### src/rtl/dual_priority_decoder_pkg.sv
// dual_priority_decoder_pkg: shared FSM encodings and default sizing for the dual priority decoder
package dual_priority_decoder_pkg;
  localparam int N_DEF = 12;
  localparam int W_DEF = 4;
  localparam int HOLD_DEF = 4;
  localparam int NONE = 0;
  localparam logic [1:0] IDLE = 2'd0;
  localparam logic [1:0] GRANT = 2'd1;
  localparam logic [1:0] RELEASE = 2'd2;
endpackage

### src/rtl/dual_priority_decoder_onehot.sv
// dpd_onehot: code k -> bit k-1; code 0 and codes above N give an empty mask
module dpd_onehot #(
  parameter int N = 12,
  parameter int W = 4
) (
  input  logic [W-1:0] code_i,
  output logic [N-1:0] mask_o
);
  always_comb begin
    mask_o = '0;
    for (int i = 0; i < N; i++) mask_o[i] = (code_i == W'(i + 1));
  end
endmodule

### src/rtl/dual_priority_decoder.sv
// dual_priority_decoder: decodes a (first, second) code pair into a held grant mask, then strobes done.
// Define DUAL_PRIORITY_DECODER_ERR_EN to enable the sticky illegal-pair err flag.
module dual_priority_decoder
  import dual_priority_decoder_pkg::*;
#(
  parameter int N = N_DEF,
  parameter int W = W_DEF,
  parameter int HOLD = HOLD_DEF
) (
  input  logic         clk,
  input  logic         reset_n,
  input  logic         in_valid,
  output logic         in_ready,
  input  logic [W-1:0] first,
  input  logic [W-1:0] second,
  output logic [N-1:0] grant,
  output logic         grant_valid,
  output logic         done,
  output logic         err
);
  logic [1:0] state_q, state_d;
  logic [7:0] cnt_q, cnt_d;
  logic [N-1:0] grant_q, grant_d, mask_f, mask_s;
  logic accept, empty;
  dpd_onehot #(.N(N), .W(W)) u_first (.code_i(first), .mask_o(mask_f));
  dpd_onehot #(.N(N), .W(W)) u_second (.code_i(second), .mask_o(mask_s));
  assign in_ready = state_q == IDLE;
  assign grant_valid = state_q == GRANT;
  assign done = state_q == RELEASE;
  assign grant = grant_q;
  assign accept = in_valid && in_ready;
  assign empty = first == W'(NONE) && second == W'(NONE);
  always_comb begin
    state_d = state_q;
    cnt_d = cnt_q;
    grant_d = grant_q;
    if (accept) begin
      state_d = empty ? RELEASE : GRANT;
      cnt_d = empty ? cnt_q : 8'(HOLD - 1);
      grant_d = mask_f | mask_s;
    end else if (state_q == GRANT) begin
      state_d = cnt_q == 8'd0 ? RELEASE : GRANT;
      cnt_d = cnt_q == 8'd0 ? cnt_q : cnt_q - 8'd1;
      grant_d = cnt_q == 8'd0 ? '0 : grant_q;
    end else begin
      state_d = IDLE;
    end
  end
  always_ff @(posedge clk) begin
    if (!reset_n) begin
      state_q <= IDLE;
      cnt_q <= '0;
      grant_q <= '0;
    end else begin
      state_q <= state_d;
      cnt_q <= cnt_d;
      grant_q <= grant_d;
    end
  end
`ifdef DUAL_PRIORITY_DECODER_ERR_EN
  logic err_q, illegal;
  // legal: both codes in range, and second strictly below first (or both empty when first is 0)
  assign illegal = first > W'(N) || second > W'(N) ||
                   (first != W'(NONE) ? second >= first : second != W'(NONE));
  always_ff @(posedge clk) begin
    if (!reset_n) err_q <= 1'b0;
    else if (accept) err_q <= illegal;
  end
  assign err = err_q;
`else
  assign err = 1'b0;
`endif
endmodule

### config.mk
export PLATFORM = sky130hd
export DESIGN_NAME = dual_priority_decoder
export DESIGN_NICKNAME = d
export VERILOG_FILES = /design/src/rtl/dual_priority_decoder_pkg.sv /design/src/rtl/dual_priority_decoder_onehot.sv /design/src/rtl/dual_priority_decoder.sv
export SDC_FILE = /design/constraint.sdc
export NUM_CORES = 1
export LEC_CHECK = 0
export BUFFER_PORTS_ARGS = -buffer_cell sky130_fd_sc_hd__buf_2
export CAP_MARGIN = 30
export CORE_ASPECT_RATIO = 0.9
export CORE_MARGIN = 1.5
export CORE_UTILIZATION = 40
export DETAILED_ROUTE_END_ITERATION = 7
export HOLD_SLACK_MARGIN = 0.06
export PLACE_DENSITY = 0.69
export SYNTH_ARGS = -nofsm -noshare
export SYNTH_HDL_FRONTEND = slang
export SYNTH_SLANG_ARGS = --single-unit
### constraint.sdc
create_clock -name clk -period 1.9 [get_ports clk]
set_input_delay 0.38 -clock clk [delete_from_list [all_inputs] [get_ports clk]]
set_output_delay 0.38 -clock clk [all_outputs]
set_load 0.03 [all_outputs]
==> metrics.txt <==
status finished clean; root buffer cell clkbuf_4; worst-path fanout max 5; fin cells 209; Clock Tree Buf Depth 2; final net count between 150 and 200; Cells after Synth around 140; Slew Viols, Final 0; simple-gate share of the synthesized area between 30 and 40%; Post-synth ARST share 0%; slowest cell on the critical path dfxtp_1; GR Util All Layers 16.87%; Iter 0 DRT Violations 76; FF+latch count, synth 22; Num CTS Buffers 3; Placer Congestion 0.8302; Routed WL between 2000 and 3000 um; worst-margin pin slew 0.6032 ns; Util after Layout 49.27%; post-route ant nets 0; row count 19; Mean Syn Cell Area a little under 9 um2; Worst Hold Margin 0.4019 ns; Die Height 56.17 um; share of layout cells above drive strength 1 28.74%; worst-skew pair later-pin latency 0.31 ns; slew margin rel. 59.42%; dominant cell type by area after synthesis dfxtp_1; vias in the first global route between 900 and 1k; DP Cell Count 205; number of synthesized flops with an enable pin 0; Cell Area, Synth 1256 um2; post-synthesis xor/xnor area fraction 0%; DRC viols 0; Synth top area share 35.06%; post-synthesis mux area share approximately 4%; post-synthesis compound-gate area fraction 22.91%; reg2reg start cnt_q[0]; Synth warnings 0; CP Capture Type output port; Initial Util a little over two fifths; P_leak 0.5976 nW; Chip Width 62.07 um; Tmin final 1.736 ns; total congestion overflow 0; Port Buf Inserts 25; WP data arrival 1.36 ns; global-route wire length before repair roughly 4500 um; # H-tree levels 1; CP Launch Point state_q[0]; worst-path cell chain and2b_1 > buf_2; sequential area share after synthesis 35.06%; CTS tree yes; Hold Fails Final Rpt 0; Layout area overhead 18.43%; maxcap violations 0; P per Cell Area slightly above 900 nW/um2; Crit Path Category flip-flop to output port; Syn Nets 153; Layout Skew 0.009937 ns; Post-Synth Adder-Cell Area 0.9960%; largest net degree at the start of global routing 28; RSZ-0062 raised after global routing false; CTS Sinks 22; Worst path max stage delay 0.43 ns; min-delay src in_valid; diodes inserted 0; DPL Wire Length just over 2000 um; Max VDD drop 0.2933 mV; Final Cycle Share 91.39%; FMAX 575.9 MHz; critical path required time 1.52 ns; Avg WL per Cell roughly 14 um; ys flop type dfxtp_1; clock slew at reported path FFs 0.12 ns; main combinational cell family by area after synthesis simple AND/OR/NAND/NOR gates; # IOs 27; initial antenna violation count 0; Vias 1166; main area contributors after synthesis dfxtp_1, a22oi_1, nor2b_1; full die area 3486 um2; Synth top cells by count dfxtp_1, nor2b_1, a22oi_1, o22ai_1, nand2_1; Post-CTS Setup Bufs 0; setup_tns 0 ns; synth unique cells 43; Core Box Area around 3000 um2; count leader, synth dfxtp_1; Pre-antenna DRT Iters 4; crit start category flip-flop; Vias/cell 5.579; Min-Delay Path Class input pin to flip-flop; Final setup viols 0
==> metal layers <==
metal / vias to the layer above / part of all wire, % / wire (um) / global-route usage [%]
li1: 583 / - / - / -
met1: 535 / 46 / 1330 / 23.92
met4: 0 / 1.1 / 31 / 4.559
met5: - / 0 / 0 / 0
met2: 43 / 48 / 1381 / 26.49
met3: 5 / 4.3 / 122 / 2.093
==> final cells by class <==
class	instances	area, um2
fill	289	1531
multi-input combinational	109	792.0
sequential	22	440.4
timing repair buffer	29	155.1
tap	42	52.55
clock buffer	4	36.28
inverter	3	11.26
==> worst max-delay path, delay by kind of cell (launching register included) <==
family        cells  cell delay [ns]
buf+inv           1             0.27
flops             1             0.43
simple gates      1             0.36
==> per-stage QoR <==
step	setup slack, ns	area (um2)	power, mW
4_1_cts	0.09152	1466	1.318
3_5_place_dp	-0.1135	1424	1.045
5_1_grt	0.01965	1488	1.433
2_1_floorplan	0.2725	1256	0.9244
6_report	0.1636	1488	1.350
3_3_place_gp	-0.01533	1424	1.032
==> worst paths after layout <==
path / to / slack (ns) / cells after the start
worst max-delay path: grant_valid / 0.16 / 2
worst min-delay path: state_q[1] / 0.40 / 4
worst max register to register: cnt_q[0] / 0.18 / 6
worst min register to register: grant[11] / 0.47 / 2
==> registers in the layout, indices dropped and copies added (netlist names) <==
signal	cells
state_q	2
grant	12
cnt_q	8
==> cells in the final DEF, fill, tap and decap left out, types with 2 or more instances in the layout <==
| cell type | netlist | routed |
|---|---|---|
| buf_2 | 2 | 25 |
| dfxtp_1 | 22 | 22 |
| nor2b_1 | 12 | 12 |
| a22oi_1 | 11 | 11 |
| o22ai_1 | 9 | 9 |
| nand2_1 | 8 | 8 |
| nand2b_1 | 7 | 7 |
| nand3_1 | 7 | 7 |
| nand3b_1 | 5 | 5 |
| mux2i_1 | 5 | 5 |
| nor2_1 | 4 | 4 |
| a21oi_1 | 4 | 4 |
| buf_4 | 1 | 4 |
| inv_1 | 3 | 3 |
| or2_2 | 3 | 3 |
| or4_4 | 3 | 3 |
| a21boi_1 | 3 | 3 |
| clkbuf_4 | 0 | 3 |
| o32ai_1 | 2 | 2 |
| o21ai_4 | 1 | 2 |
| o211ai_2 | 2 | 2 |
| and3_1 | 2 | 2 |
| o211a_1 | 2 | 2 |
==> cells by family after synthesis <==
kind of cell	count (synthesis)
flip-flops	22
AND/OR/NAND/NOR	64
AO/OA/AOI/OAI	38
other	1
multiplexers	5
adder cells (fa/ha/maj)	1
buffers and inverters	10
==> power by group <==
group | leakage, nW | internal (mW) | switching [mW]
registers | 0.179 | 0.508 | 0.0507
logic | 0.397 | 0.228 | 0.301
clock network | 0.0210 | 0.117 | 0.145
==> timing repair <==
item	in CTS	in global routing
pin swaps	0	1
hold buffers	0	0
setup endpoints to repair	12	16
hold endpoints to repair	0	0
resized for setup	1	4
Note: power is estimated with default switching activity, not from simulation.
